## config.mk

```make
export PLATFORM = sky130hd
export DESIGN_NAME = mem_arbiter_flat
export DESIGN_NICKNAME = d
export VERILOG_FILES = /design/src/rtl/mem_arbiter_if.sv /design/src/rtl/mem_arbiter.sv /design/src/flat_wrapper.sv
export SDC_FILE = /design/constraint.sdc
export NUM_CORES = 1
export LEC_CHECK = 0
export ABC_AREA = 1
export BUFFER_PORTS_ARGS = -buffer_cell sky130_fd_sc_hd__clkbuf_2
export CORE_UTILIZATION = 25
export DETAILED_ROUTE_END_ITERATION = 16
export SETUP_SLACK_MARGIN = 0.1
export SLEW_MARGIN = 15
export SYNTH_ARGS = -nofsm -noshare
export SYNTH_HDL_FRONTEND = slang
export SYNTH_SLANG_ARGS = --single-unit
```

## constraint.sdc

```tcl
create_clock -name Clk -period 2.5 [get_ports Clk]
set_input_delay 0.625 -clock Clk [delete_from_list [all_inputs] [get_ports Clk]]
set_output_delay 0.625 -clock Clk [all_outputs]
set_load 0.01 [all_outputs]
```

## src/rtl/mem_arbiter_if.sv

```systemverilog
// ============================================================================
// mem_arbiter_if : fetch port, data port and byte-lane bank bus bundle
// Rev 1.0
// ============================================================================
`default_nettype none

interface mem_arbiter_if #(
    parameter int DATA_WIDTH = 8,
    parameter int ADDR_WIDTH = 10
);
    // Fetch port
    logic                    IReq;
    logic [31:0]             IAddr;
    logic                    IGnt;
    logic                    IValid;
    logic                    IErr;
    logic [31:0]             IData;

    // Data port
    logic                    DReq;
    logic [5:0]              DOpcode;
    logic [31:0]             DAddr;
    logic [31:0]             DWData;
    logic                    DGnt;
    logic                    DValid;
    logic                    DErr;
    logic [31:0]             DRData;

    // Load formatting side-band
    logic [1:0]              MemSel;
    logic [5:0]              LdOpcode;

    // Byte-lane banks
    logic [ADDR_WIDTH-1:0]   BankAddr;
    logic [3:0]              BankWe;
    logic [4*DATA_WIDTH-1:0] BankWData;
    logic [DATA_WIDTH-1:0]   Bank0Out;
    logic [DATA_WIDTH-1:0]   Bank1Out;
    logic [DATA_WIDTH-1:0]   Bank2Out;
    logic [DATA_WIDTH-1:0]   Bank3Out;

    modport slave (
        input  IReq, IAddr,
        output IGnt, IValid, IErr, IData,
        input  DReq, DOpcode, DAddr, DWData,
        output DGnt, DValid, DErr, DRData,
        output MemSel, LdOpcode,
        output BankAddr, BankWe, BankWData,
        input  Bank0Out, Bank1Out, Bank2Out, Bank3Out
    );

    modport master (
        output IReq, IAddr,
        input  IGnt, IValid, IErr, IData,
        output DReq, DOpcode, DAddr, DWData,
        input  DGnt, DValid, DErr, DRData,
        input  MemSel, LdOpcode,
        input  BankAddr, BankWe, BankWData,
        output Bank0Out, Bank1Out, Bank2Out, Bank3Out
    );
endinterface

`default_nettype wire

```

## src/rtl/mem_arbiter.sv

```systemverilog
// ============================================================================
// mem_arbiter : two-port (fetch/data) arbiter onto four synchronous byte banks
// Rev 1.0
// ============================================================================
`default_nettype none

module mem_arbiter #(
    parameter int DATA_WIDTH   = 8,
    parameter int ADDR_WIDTH   = 10,
    parameter int STARVE_LIMIT = 2
) (
    input  wire logic     Clk,
    input  wire logic     Rst_n,
    mem_arbiter_if.slave  bus
);

    localparam int c_AW    = ADDR_WIDTH + 2;
    localparam int c_CNT_W = (STARVE_LIMIT < 1) ? 1 : $clog2(STARVE_LIMIT + 1);

    localparam logic [1:0] c_IDLE = 2'd0;
    localparam logic [1:0] c_ACC  = 2'd1;
    localparam logic [1:0] c_RESP = 2'd2;

    localparam logic [5:0] c_OP_LW  = 6'h23;
    localparam logic [5:0] c_OP_LBU = 6'h24;
    localparam logic [5:0] c_OP_LHU = 6'h25;
    localparam logic [5:0] c_OP_SB  = 6'h28;
    localparam logic [5:0] c_OP_SH  = 6'h29;
    localparam logic [5:0] c_OP_SW  = 6'h2B;

    logic [1:0]         r_state;
    logic               r_win_i;
    logic [c_AW-1:0]    r_addr;
    logic [5:0]         r_opcode;
    logic [31:0]        r_wdata;
    logic [c_CNT_W-1:0] r_starve;
    logic [1:0]         r_memsel;
    logic [5:0]         r_ldop;

    logic                    w_can_gnt;
    logic                    w_starved;
    logic                    w_i_gnt;
    logic                    w_d_gnt;
    logic                    w_in_acc;
    logic                    w_in_resp;
    logic                    w_is_load;
    logic                    w_is_store;
    logic                    w_bad_op;
    logic                    w_misalign;
    logic                    w_err;
    logic                    w_do_write;
    logic [3:0]              w_mask;
    logic [4*DATA_WIDTH-1:0] w_wd_ext;
    logic [4*DATA_WIDTH-1:0] w_store_data;
    logic [31:0]             w_rdata;

    // Grants are gated by Rst_n so every output reads 0 while reset is held.
    assign w_can_gnt = Rst_n && ((r_state == c_IDLE) || (r_state == c_RESP));
    assign w_starved = (r_starve == c_CNT_W'(STARVE_LIMIT));
    assign w_i_gnt   = w_can_gnt && bus.IReq && (!bus.DReq || w_starved);
    assign w_d_gnt   = w_can_gnt && bus.DReq && !w_i_gnt;

    assign w_in_acc  = (r_state == c_ACC);
    assign w_in_resp = (r_state == c_RESP);
    assign w_wd_ext  = (4*DATA_WIDTH)'(r_wdata);

    always_comb begin
        w_is_load    = 1'b0;
        w_is_store   = 1'b0;
        w_bad_op     = 1'b0;
        w_misalign   = 1'b0;
        w_mask       = 4'b0000;
        w_store_data = '0;
        if (r_win_i) begin
            w_misalign = (r_addr[1:0] != 2'b00);
        end else begin
            case (r_opcode)
                c_OP_LW: begin
                    w_is_load  = 1'b1;
                    w_misalign = (r_addr[1:0] != 2'b00);
                end
                c_OP_LBU: begin
                    w_is_load = 1'b1;
                end
                c_OP_LHU: begin
                    w_is_load  = 1'b1;
                    w_misalign = r_addr[0];
                end
                c_OP_SB: begin
                    w_is_store   = 1'b1;
                    w_mask       = 4'b0001 << r_addr[1:0];
                    w_store_data = {4{w_wd_ext[DATA_WIDTH-1:0]}};
                end
                c_OP_SH: begin
                    w_is_store   = 1'b1;
                    w_misalign   = r_addr[0];
                    w_mask       = r_addr[1] ? 4'b1100 : 4'b0011;
                    w_store_data = {2{w_wd_ext[2*DATA_WIDTH-1:0]}};
                end
                c_OP_SW: begin
                    w_is_store   = 1'b1;
                    w_misalign   = (r_addr[1:0] != 2'b00);
                    w_mask       = 4'b1111;
                    w_store_data = w_wd_ext;
                end
                default: begin
                    w_bad_op = 1'b1;
                end
            endcase
        end
    end

    assign w_err      = w_bad_op || w_misalign;
    assign w_do_write = w_in_acc && w_is_store && !w_err;
    assign w_rdata    = 32'({bus.Bank3Out, bus.Bank2Out, bus.Bank1Out, bus.Bank0Out});

    assign bus.IGnt      = w_i_gnt;
    assign bus.DGnt      = w_d_gnt;
    assign bus.BankAddr  = w_in_acc ? r_addr[c_AW-1:2] : '0;
    assign bus.BankWe    = w_do_write ? w_mask : 4'b0000;
    assign bus.BankWData = w_do_write ? w_store_data : '0;
    assign bus.IErr      = w_in_acc && r_win_i && w_err;
    assign bus.DErr      = w_in_acc && !r_win_i && w_err;
    assign bus.IValid    = w_in_resp && r_win_i;
    assign bus.DValid    = w_do_write || (w_in_resp && !r_win_i);
    assign bus.IData     = (w_in_resp && r_win_i) ? w_rdata : 32'h0;
    assign bus.DRData    = (w_in_resp && !r_win_i) ? w_rdata : 32'h0;
    assign bus.MemSel    = r_memsel;
    assign bus.LdOpcode  = r_ldop;

    always_ff @(posedge Clk or negedge Rst_n) begin
        if (!Rst_n) begin
            r_state  <= c_IDLE;
            r_win_i  <= 1'b0;
            r_addr   <= '0;
            r_opcode <= 6'h00;
            r_wdata  <= 32'h0;
            r_memsel <= 2'b00;
            r_ldop   <= 6'h00;
        end else begin
            case (r_state)
                c_IDLE, c_RESP: begin
                    if (w_i_gnt || w_d_gnt) begin
                        r_state  <= c_ACC;
                        r_win_i  <= w_i_gnt;
                        r_addr   <= w_i_gnt ? bus.IAddr[c_AW-1:0] : bus.DAddr[c_AW-1:0];
                        r_opcode <= w_i_gnt ? 6'h00 : bus.DOpcode;
                        r_wdata  <= bus.DWData;
                    end else begin
                        r_state <= c_IDLE;
                    end
                end
                c_ACC: begin
                    if (!w_err && (r_win_i || w_is_load)) begin
                        r_state <= c_RESP;
                    end else begin
                        r_state <= c_IDLE;
                    end
                    // Load-format side-band follows data loads only; fetches leave it alone.
                    if (!w_err && w_is_load) begin
                        r_memsel <= r_addr[1:0];
                        r_ldop   <= r_opcode;
                    end
                end
                default: begin
                    r_state <= c_IDLE;
                end
            endcase
        end
    end

    always_ff @(posedge Clk or negedge Rst_n) begin
        if (!Rst_n) begin
            r_starve <= '0;
        end else if (w_i_gnt || !bus.IReq) begin
            r_starve <= '0;
        end else if (w_d_gnt) begin
            r_starve <= r_starve + 1'b1;
        end
    end

endmodule

`default_nettype wire

```

## src/flat_wrapper.sv

```systemverilog
// flat-port wrapper written by rule: the top's interface ports become plain ports
module mem_arbiter_flat 
#(
    parameter int DATA_WIDTH   = 8,
    parameter int ADDR_WIDTH   = 10,
    parameter int STARVE_LIMIT = 2
)
  (Clk, Rst_n, bus_IReq, bus_IAddr, bus_IGnt, bus_IValid, bus_IErr, bus_IData, bus_DReq, bus_DOpcode, bus_DAddr, bus_DWData, bus_DGnt, bus_DValid, bus_DErr, bus_DRData, bus_MemSel, bus_LdOpcode, bus_BankAddr, bus_BankWe, bus_BankWData, bus_Bank0Out, bus_Bank1Out, bus_Bank2Out, bus_Bank3Out);
  mem_arbiter_if #(.DATA_WIDTH(DATA_WIDTH), .ADDR_WIDTH(ADDR_WIDTH)) bus_i ();
  input  wire logic Clk;
  input  wire logic Rst_n;
  input wire logic [$bits(bus_i.IReq)-1:0] bus_IReq;
  input wire logic [$bits(bus_i.IAddr)-1:0] bus_IAddr;
  output wire logic [$bits(bus_i.IGnt)-1:0] bus_IGnt;
  output wire logic [$bits(bus_i.IValid)-1:0] bus_IValid;
  output wire logic [$bits(bus_i.IErr)-1:0] bus_IErr;
  output wire logic [$bits(bus_i.IData)-1:0] bus_IData;
  input wire logic [$bits(bus_i.DReq)-1:0] bus_DReq;
  input wire logic [$bits(bus_i.DOpcode)-1:0] bus_DOpcode;
  input wire logic [$bits(bus_i.DAddr)-1:0] bus_DAddr;
  input wire logic [$bits(bus_i.DWData)-1:0] bus_DWData;
  output wire logic [$bits(bus_i.DGnt)-1:0] bus_DGnt;
  output wire logic [$bits(bus_i.DValid)-1:0] bus_DValid;
  output wire logic [$bits(bus_i.DErr)-1:0] bus_DErr;
  output wire logic [$bits(bus_i.DRData)-1:0] bus_DRData;
  output wire logic [$bits(bus_i.MemSel)-1:0] bus_MemSel;
  output wire logic [$bits(bus_i.LdOpcode)-1:0] bus_LdOpcode;
  output wire logic [$bits(bus_i.BankAddr)-1:0] bus_BankAddr;
  output wire logic [$bits(bus_i.BankWe)-1:0] bus_BankWe;
  output wire logic [$bits(bus_i.BankWData)-1:0] bus_BankWData;
  input wire logic [$bits(bus_i.Bank0Out)-1:0] bus_Bank0Out;
  input wire logic [$bits(bus_i.Bank1Out)-1:0] bus_Bank1Out;
  input wire logic [$bits(bus_i.Bank2Out)-1:0] bus_Bank2Out;
  input wire logic [$bits(bus_i.Bank3Out)-1:0] bus_Bank3Out;
  assign bus_i.IReq = bus_IReq;
  assign bus_i.IAddr = bus_IAddr;
  assign bus_IGnt = bus_i.IGnt;
  assign bus_IValid = bus_i.IValid;
  assign bus_IErr = bus_i.IErr;
  assign bus_IData = bus_i.IData;
  assign bus_i.DReq = bus_DReq;
  assign bus_i.DOpcode = bus_DOpcode;
  assign bus_i.DAddr = bus_DAddr;
  assign bus_i.DWData = bus_DWData;
  assign bus_DGnt = bus_i.DGnt;
  assign bus_DValid = bus_i.DValid;
  assign bus_DErr = bus_i.DErr;
  assign bus_DRData = bus_i.DRData;
  assign bus_MemSel = bus_i.MemSel;
  assign bus_LdOpcode = bus_i.LdOpcode;
  assign bus_BankAddr = bus_i.BankAddr;
  assign bus_BankWe = bus_i.BankWe;
  assign bus_BankWData = bus_i.BankWData;
  assign bus_i.Bank0Out = bus_Bank0Out;
  assign bus_i.Bank1Out = bus_Bank1Out;
  assign bus_i.Bank2Out = bus_Bank2Out;
  assign bus_i.Bank3Out = bus_Bank3Out;
  mem_arbiter #(.DATA_WIDTH(DATA_WIDTH), .ADDR_WIDTH(ADDR_WIDTH), .STARVE_LIMIT(STARVE_LIMIT)) u_core (.Clk(Clk), .Rst_n(Rst_n), .bus(bus_i));
endmodule
```

[Word level (Yosys, flattened, before mapping)]
Index checks and enable logic that the tools add are counted.
Widths: inputs -> output; s select.
Cells by class
  add/sub/neg operators: 1
  eq/ne operators: 9
  shift-type cells: 1
  muxes and demuxes: 25
  reductions and logical operators: 38
Operators with widths (count)
  $mux 32: 4
  $pmux 32 s3: 1
  $eq 6x6->1 const B: 6
  $logic_and 1x1->1: 15
  $mux 12: 1
  $mux 4: 3
  $pmux 4 s3: 1
  $mux 10: 1
  $mux 1: 8
  $logic_or 1x1->1: 7
  $mux 2: 3
  $mux 6: 1
  $reduce_or 2->1: 3
  $reduce_or 3->1: 2
  $reduce_or 6->1: 1
  $logic_not 1->1: 5
  $eq 2x2->1 const B: 2
  $pmux 2 s2: 1
  $reduce_and 2->1: 2
  $reduce_bool 2->1: 2
  $shl 1x2->4 const A: 1
  $add 2x1->2 const B: 1
  $eq 2x1->1 const B: 1
  $logic_not 2->1: 1
  $pmux 1 s2: 1
Storage, ports and cells
  register bits after elaboration: 63
  bits of input ports: 138
  output and inout port bits: 124
  logic and storage cells: 82

[Longest topological paths before layout]
  depth in word-level cells: 10
  depth in mapped cells: 10
  mapped depth without buffers: 9

[Least setup slack after synthesis]
OpenSTA, ideal clock, no wires.
  path kind: input to output
  start point: input port Rst_n
  end point: output port bus_DGnt
  arrival time: 1.470 ns
  required time: 1.875 ns
  slack: 0.405 ns
  cell stages on the path: 6
  path buffers: 1
  cells stage by stage: inv_1 nor2_1 nand3_1 inv_1 clkbuf_1 nor2_1
Between the ends
  cells in the longest elaborated chain, start to end: 5
  elaborated cells on any way between the ends: 6
  classes of those cells: reduce/logical: 6
Ends and longest elaborated chain
  start, declared: line flat_wrapper.sv:11  | input wire logic Rst_n;
  $logic_and 1x1->1: line mem_arbiter.sv:58  | assign w_can_gnt = Rst_n && ((r_state == c_IDLE) || (r_state == c_RESP));
  $logic_and 1x1->1 (2 in series): line mem_arbiter.sv:60  | assign w_i_gnt = w_can_gnt && bus.IReq && (!bus.DReq || w_starved);
  via bus_IGnt: line flat_wrapper.sv:14  | output wire logic [$bits(bus_i.IGnt)-1:0] bus_IGnt;
  $logic_not 1->1: line mem_arbiter.sv:61  | assign w_d_gnt = w_can_gnt && bus.DReq && !w_i_gnt;
  $logic_and 1x1->1: line mem_arbiter.sv:61
  end, declared: line flat_wrapper.sv:22  | output wire logic [$bits(bus_i.DGnt)-1:0] bus_DGnt;
The timed path passes the listed nets, and every way through them passes these cells.

[Final worst setup path]
  start point: register u_core.r_opcode[3]
  end point: output port bus_BankWData[20]
Between the ends
  cells in the longest elaborated chain, start to end: 8
  elaborated cells on any way between the ends: 23
  classes of those cells: eq/ne: 6; mux: 9; reduce/logical: 8
Ends and longest elaborated chain
  start, declared: line mem_arbiter.sv:34  | logic [5:0] r_opcode;
  start signal, assigned: line mem_arbiter.sv:147  | r_opcode <= w_i_gnt ? 6'h00 : bus.DOpcode;
  $eq 6x6->1: line mem_arbiter.sv:77  | case (r_opcode)
  $reduce_or 6->1 (no source line) or $reduce_or 2->1 (tied branches)
  $mux 1 or $pmux 1 s2 (tied branches): line mem_arbiter.sv:77
  $mux 1: line mem_arbiter.sv:74  | if (r_win_i) begin
  $logic_or 1x1->1: line mem_arbiter.sv:113  | assign w_err = w_bad_op || w_misalign;
  $logic_not 1->1: line mem_arbiter.sv:114  | assign w_do_write = w_in_acc && w_is_store && !w_err;
  $logic_and 1x1->1: line mem_arbiter.sv:114
  $mux 32 *: line mem_arbiter.sv:121  | assign bus.BankWData = w_do_write ? w_store_data : '0;
  end, declared: line flat_wrapper.sv:30  | output wire logic [$bits(bus_i.BankWData)-1:0] bus_BankWData;
Every way passes the cells marked *; elsewhere a longest branch is shown, timed or not.

==> insert_results.sql <==
INSERT INTO impl_metrics (metric_group, metric, value, unit) VALUES
('outcome', 'run_status', 'finished with violations', ''),
('outcome', 'violations', 'setup timing', ''),
('drt', 'detailroute.via_count', '4473', ''),
('setup_path', 'worstSetupEndpointType', 'primary output', ''),
('synthesis', 'synth_largest_area_cell', 'sky130_fd_sc_hd__dfrtp_1', ''),
('power', 'power.switching', '1.24', 'mW'),
('sta', 'final-hold-violation-count', '0', ''),
('sta', 'relSlewSlack', '68.8', '%'),
('synthesis', 'postSynth.topFlopCell', 'sky130_fd_sc_hd__dfrtp_1', ''),
('sta', 'slew_viol_final', '0', ''),
('synthesis', 'synth.cells.most_frequent', 'sky130_fd_sc_hd__nand2_1 (135), sky130_fd_sc_hd__nor2_1 (107), sky130_fd_sc_hd__inv_1 (64)', ''),
('clock_tree', 'clkTransAtPathRegs', '0.06', 'ns'),
('finish', 'antenna_cells', '0', ''),
('grt', 'grt.total_usage', '17.7', '%'),
('die', 'dieWidth', '127', 'microns'),
('power', 'cellInternalPower', '2.47', 'mW'),
('die', 'core_region_area', '15300', 'sq um'),
('synthesis', 'synthesis.area', '3930', 'sq um'),
('placement', 'detailed_place.area', '5350', 'sq um'),
('drt', 'detailedRoute.firstIterationViolations', '172', ''),
('grt', 'grt-ovfl-total', '0', ''),
('power', 'switching_part_of_the_total_power', '33.5', '%'),
('die', 'initial_utilization', '25.8', '%'),
('power', 'share_comb_of_total_power', '28.3', '%'),
('placement', 'routabilityCongestion', '0.825', ''),
('synthesis', 'flop_and_latch_count_out_of_synthesis', '63', ''),
('power', 'vdd_drop_max', '0.281', 'mV'),
('power', 'power_density', '575', 'nW/um^2'),
('die', 'die_h', '127', 'microns'),
('sta', 'final.setup_skew', '0.00950', 'ns'),
('synthesis', 'netlist_instances', '543', ''),
('finish', 'stdcell_count', '1006', ''),
('setup_path', 'critical_path_peak_fanout', '8', ''),
('power', 'power_frac_clock', '34.2', '%'),
('synthesis', 'post_synthesis_net_count', '682', ''),
('finish', 'fraction_of_layout_instances_using_a_drive_strength_above_1', '50.1', '%'),
('setup_path', 'critical_path.startpoint_type', 'flip-flop', ''),
('sta', 'max_freq', '381', 'MHz'),
('die', 'floorplan.die_area', '16200', 'sq um'),
('synthesis', 'synth_top_family_by_area', 'simple AND/OR/NAND/NOR gates', ''),
('drt', 'total_routed_wirelength', '14700', 'microns'),
('drt', 'drt-wirelength-per-cell', '14.6', 'microns'),
('setup_path', 'cp.arrival', '2.00', 'ns'),
('placement', 'dp.cells', '966', ''),
('placement', 'numPortBuffers', '221', ''),
('sta', 'setup_repair_after_global_routing_missed_its_margin', 'yes', ''),
('synthesis', 'ys_seq_area_share', '40.1', '%'),
('grt', 'grt_start_max_net_pins', '38', ''),
('synthesis', 'synth.mux.area_fraction', '9.16', '%'),
('finish', 'finish.utilization', '42.2', '%'),
('setup_path', 'critPathKind', 'reg -> out', ''),
('placement', 'place_hpwl', '10500', 'microns'),
('finish', 'post_route_cell_area', '6450', 'sq um'),
('drt', 'vias_per_cell', '4.45', ''),
('sta', 'worst_slack', '-0.125', 'ns'),
('die', 'pin_count', '262', ''),
('sta', 'finalCriticalPeriod', '2.62', 'ns'),
('finish', 'nets', '929', ''),
('synthesis', 'synth-edff-count', '0', ''),
('clock_tree', 'clock_tree.buffer_depth', '2', ''),
('synthesis', 'synthXorXnorAreaFrac', '0', '%'),
('power', 'leakage', '3.35', 'nW'),
('synthesis', 'synth-simple-area-share', '36.0', '%'),
('clock_tree', 'cts_tree', 'yes', ''),
('synthesis', 'yosys.cell_count.top_type', 'sky130_fd_sc_hd__nand2_1', ''),
('clock_tree', 'clock_insertion_delay_worst_skew', '0.34', 'ns'),
('setup_path', 'worstPathRequired', '1.88', 'ns'),
('finish', 'syn_to_final_growth', '63.9', '%'),
('sta', 'setup-violations-final', '37', ''),
('drt', 'first_pass_iters', '7', ''),
('synthesis', 'synth.yosys.warnings', '0', '');
## layer usage
layer	up-vias	share of wire, %	GRT usage, %	wire length, microns
met4	0	2.5	7.49	368
met3	26	6.2	3.39	916
met1	2047	41	21.0	6050
li1	2197	-	-	-
met2	203	50	31.1	7330
met5	-	0	0	0
## cell families (layout without fill, tap and decap cells)
| group | count (synthesis) | count (layout) |
|---|---|---|
| muxes | 32 | 32 |
| adders and majority gates | 1 | 1 |
| and+or+nand+nor | 326 | 326 |
| DFF | 63 | 63 |
| AOI/OAI and AO/OA | 28 | 28 |
| buffers and inverters | 93 | 345 |
## critical path, cell delays in order (launching register included)
cell and delay (ns):
sky130_fd_sc_hd__dfrtp_1 0.38, sky130_fd_sc_hd__inv_2 0.10, sky130_fd_sc_hd__nor2_4 0.06, sky130_fd_sc_hd__buf_4 0.14, sky130_fd_sc_hd__o21ai_2 0.13, sky130_fd_sc_hd__nor2_2 0.07, sky130_fd_sc_hd__nor2_4 0.12, sky130_fd_sc_hd__nand3_4 0.10
sky130_fd_sc_hd__buf_12 0.16, sky130_fd_sc_hd__buf_12 0.15, sky130_fd_sc_hd__nor2_4 0.12, sky130_fd_sc_hd__buf_6 0.11
## sequential cells by signal, indices dropped and copies added, names as in the netlist
| name | cells |
|---|---|
| u_core.r_opcode | 6 |
| u_core.r_state | 2 |
| u_core.bus.MemSel | 2 |
| u_core.r_starve | 2 |
| u_core.r_win_i | 1 |
| u_core.bus.LdOpcode | 6 |
| u_core.r_wdata | 32 |
| u_core.r_addr | 12 |
## final timing paths
path	start	endpoint	slack, ns	cells after the start
hold reg to reg	u_core.bus.LdOpcode[1]$_DFFE_PN0P_	u_core.bus.LdOpcode[1]$_DFFE_PN0P_	0.47	2
max in group asynchronous	Rst_n	u_core.r_addr[4]$_DFFE_PN0N_	1.30	3
setup / recovery	u_core.r_opcode[3]$_DFFE_PN0N_	bus_BankWData[20]	-0.12	11
min in group Clk	u_core.bus.LdOpcode[1]$_DFFE_PN0P_	u_core.bus.LdOpcode[1]$_DFFE_PN0P_	0.47	2
setup reg to reg	u_core.r_state[0]$_DFF_PN0_	u_core.r_wdata[18]$_DFFE_PN0N_	0.92	5
hold / removal	Rst_n	u_core.r_wdata[2]$_DFFE_PN0N_	0.39	2
## power by group through the flow
stage                     clock (mW)  combinational [mW]  sequential, mW
after floorplan                    0               0.535            1.37
after global placement             0               0.886            1.39
after detailed placement           0               0.890            1.40
after CTS                       1.31                1.02            1.39
after global routing            1.35                1.15            1.42
final                           1.27                1.05            1.39
## cells in the final DEF (no fill, tap or decap), types with 2 or more instances in the layout
cell type and instances:
sky130_fd_sc_hd__inv_1 58, sky130_fd_sc_hd__nand2_1 116, sky130_fd_sc_hd__nand3_2 6, sky130_fd_sc_hd__buf_4 24
sky130_fd_sc_hd__clkinvlp_4 2, sky130_fd_sc_hd__dfrtp_1 60, sky130_fd_sc_hd__clkbuf_2 186, sky130_fd_sc_hd__nand2_2 19
sky130_fd_sc_hd__clkbuf_16 10, sky130_fd_sc_hd__buf_12 7, sky130_fd_sc_hd__clkbuf_8 3, sky130_fd_sc_hd__clkinv_4 4
sky130_fd_sc_hd__nor2_1 86, sky130_fd_sc_hd__inv_2 7, sky130_fd_sc_hd__nor2_4 34, sky130_fd_sc_hd__dfrtp_2 3
sky130_fd_sc_hd__nor3_1 3, sky130_fd_sc_hd__nand3_1 43, sky130_fd_sc_hd__buf_2 11, sky130_fd_sc_hd__o21ai_0 10
sky130_fd_sc_hd__nand4_1 4, sky130_fd_sc_hd__buf_6 25, sky130_fd_sc_hd__buf_16 3, sky130_fd_sc_hd__o211ai_1 13
sky130_fd_sc_hd__mux2_2 32, sky130_fd_sc_hd__nor2_2 12
## per-stage QoR
stage | setup slack [ns] | total power [mW] | setup TNS [ns] | hold slack (ns)
after floorplan | 0.405 | 1.91 | 0 | 0.329
after global placement | 0.136 | 2.28 | 0 | 0.456
after detailed placement | 0.106 | 2.29 | 0 | 0.464
after CTS | -0.119 | 3.71 | -3.27 | 0.426
after global routing | -0.208 | 3.93 | -6.33 | 0.435
final | -0.125 | 3.71 | -3.19 | 0.389
## repair_timing
| action | CTS | global route |
|---|---|---|
| buffers inserted | 14 | 5 |
| gates resized for setup | 79 | 82 |
| pin swaps | 6 | 11 |
| setup endpoints to repair | 38 | 39 |
| gates cloned | 5 | 1 |
| hold buffers | 0 | 0 |
| hold endpoints to repair | 0 | 0 |
## area by class of cell
| class | instances | area, sq um | area share [%] |
|---|---|---|---|
| Tap cell | 211 | 264 | 4.10 |
| Inverter | 68 | 264 | 4.10 |
| Clock inverter | 6 | 71.3 | 1.11 |
| Multi-Input combinational cell | 387 | 2270 | 35.2 |
| Timing Repair Buffer | 261 | 1770 | 27.4 |
| Sequential cell | 63 | 1580 | 24.5 |
| Clock buffer | 10 | 229 | 3.55 |
Note: power is estimated with default switching activity, not from simulation.
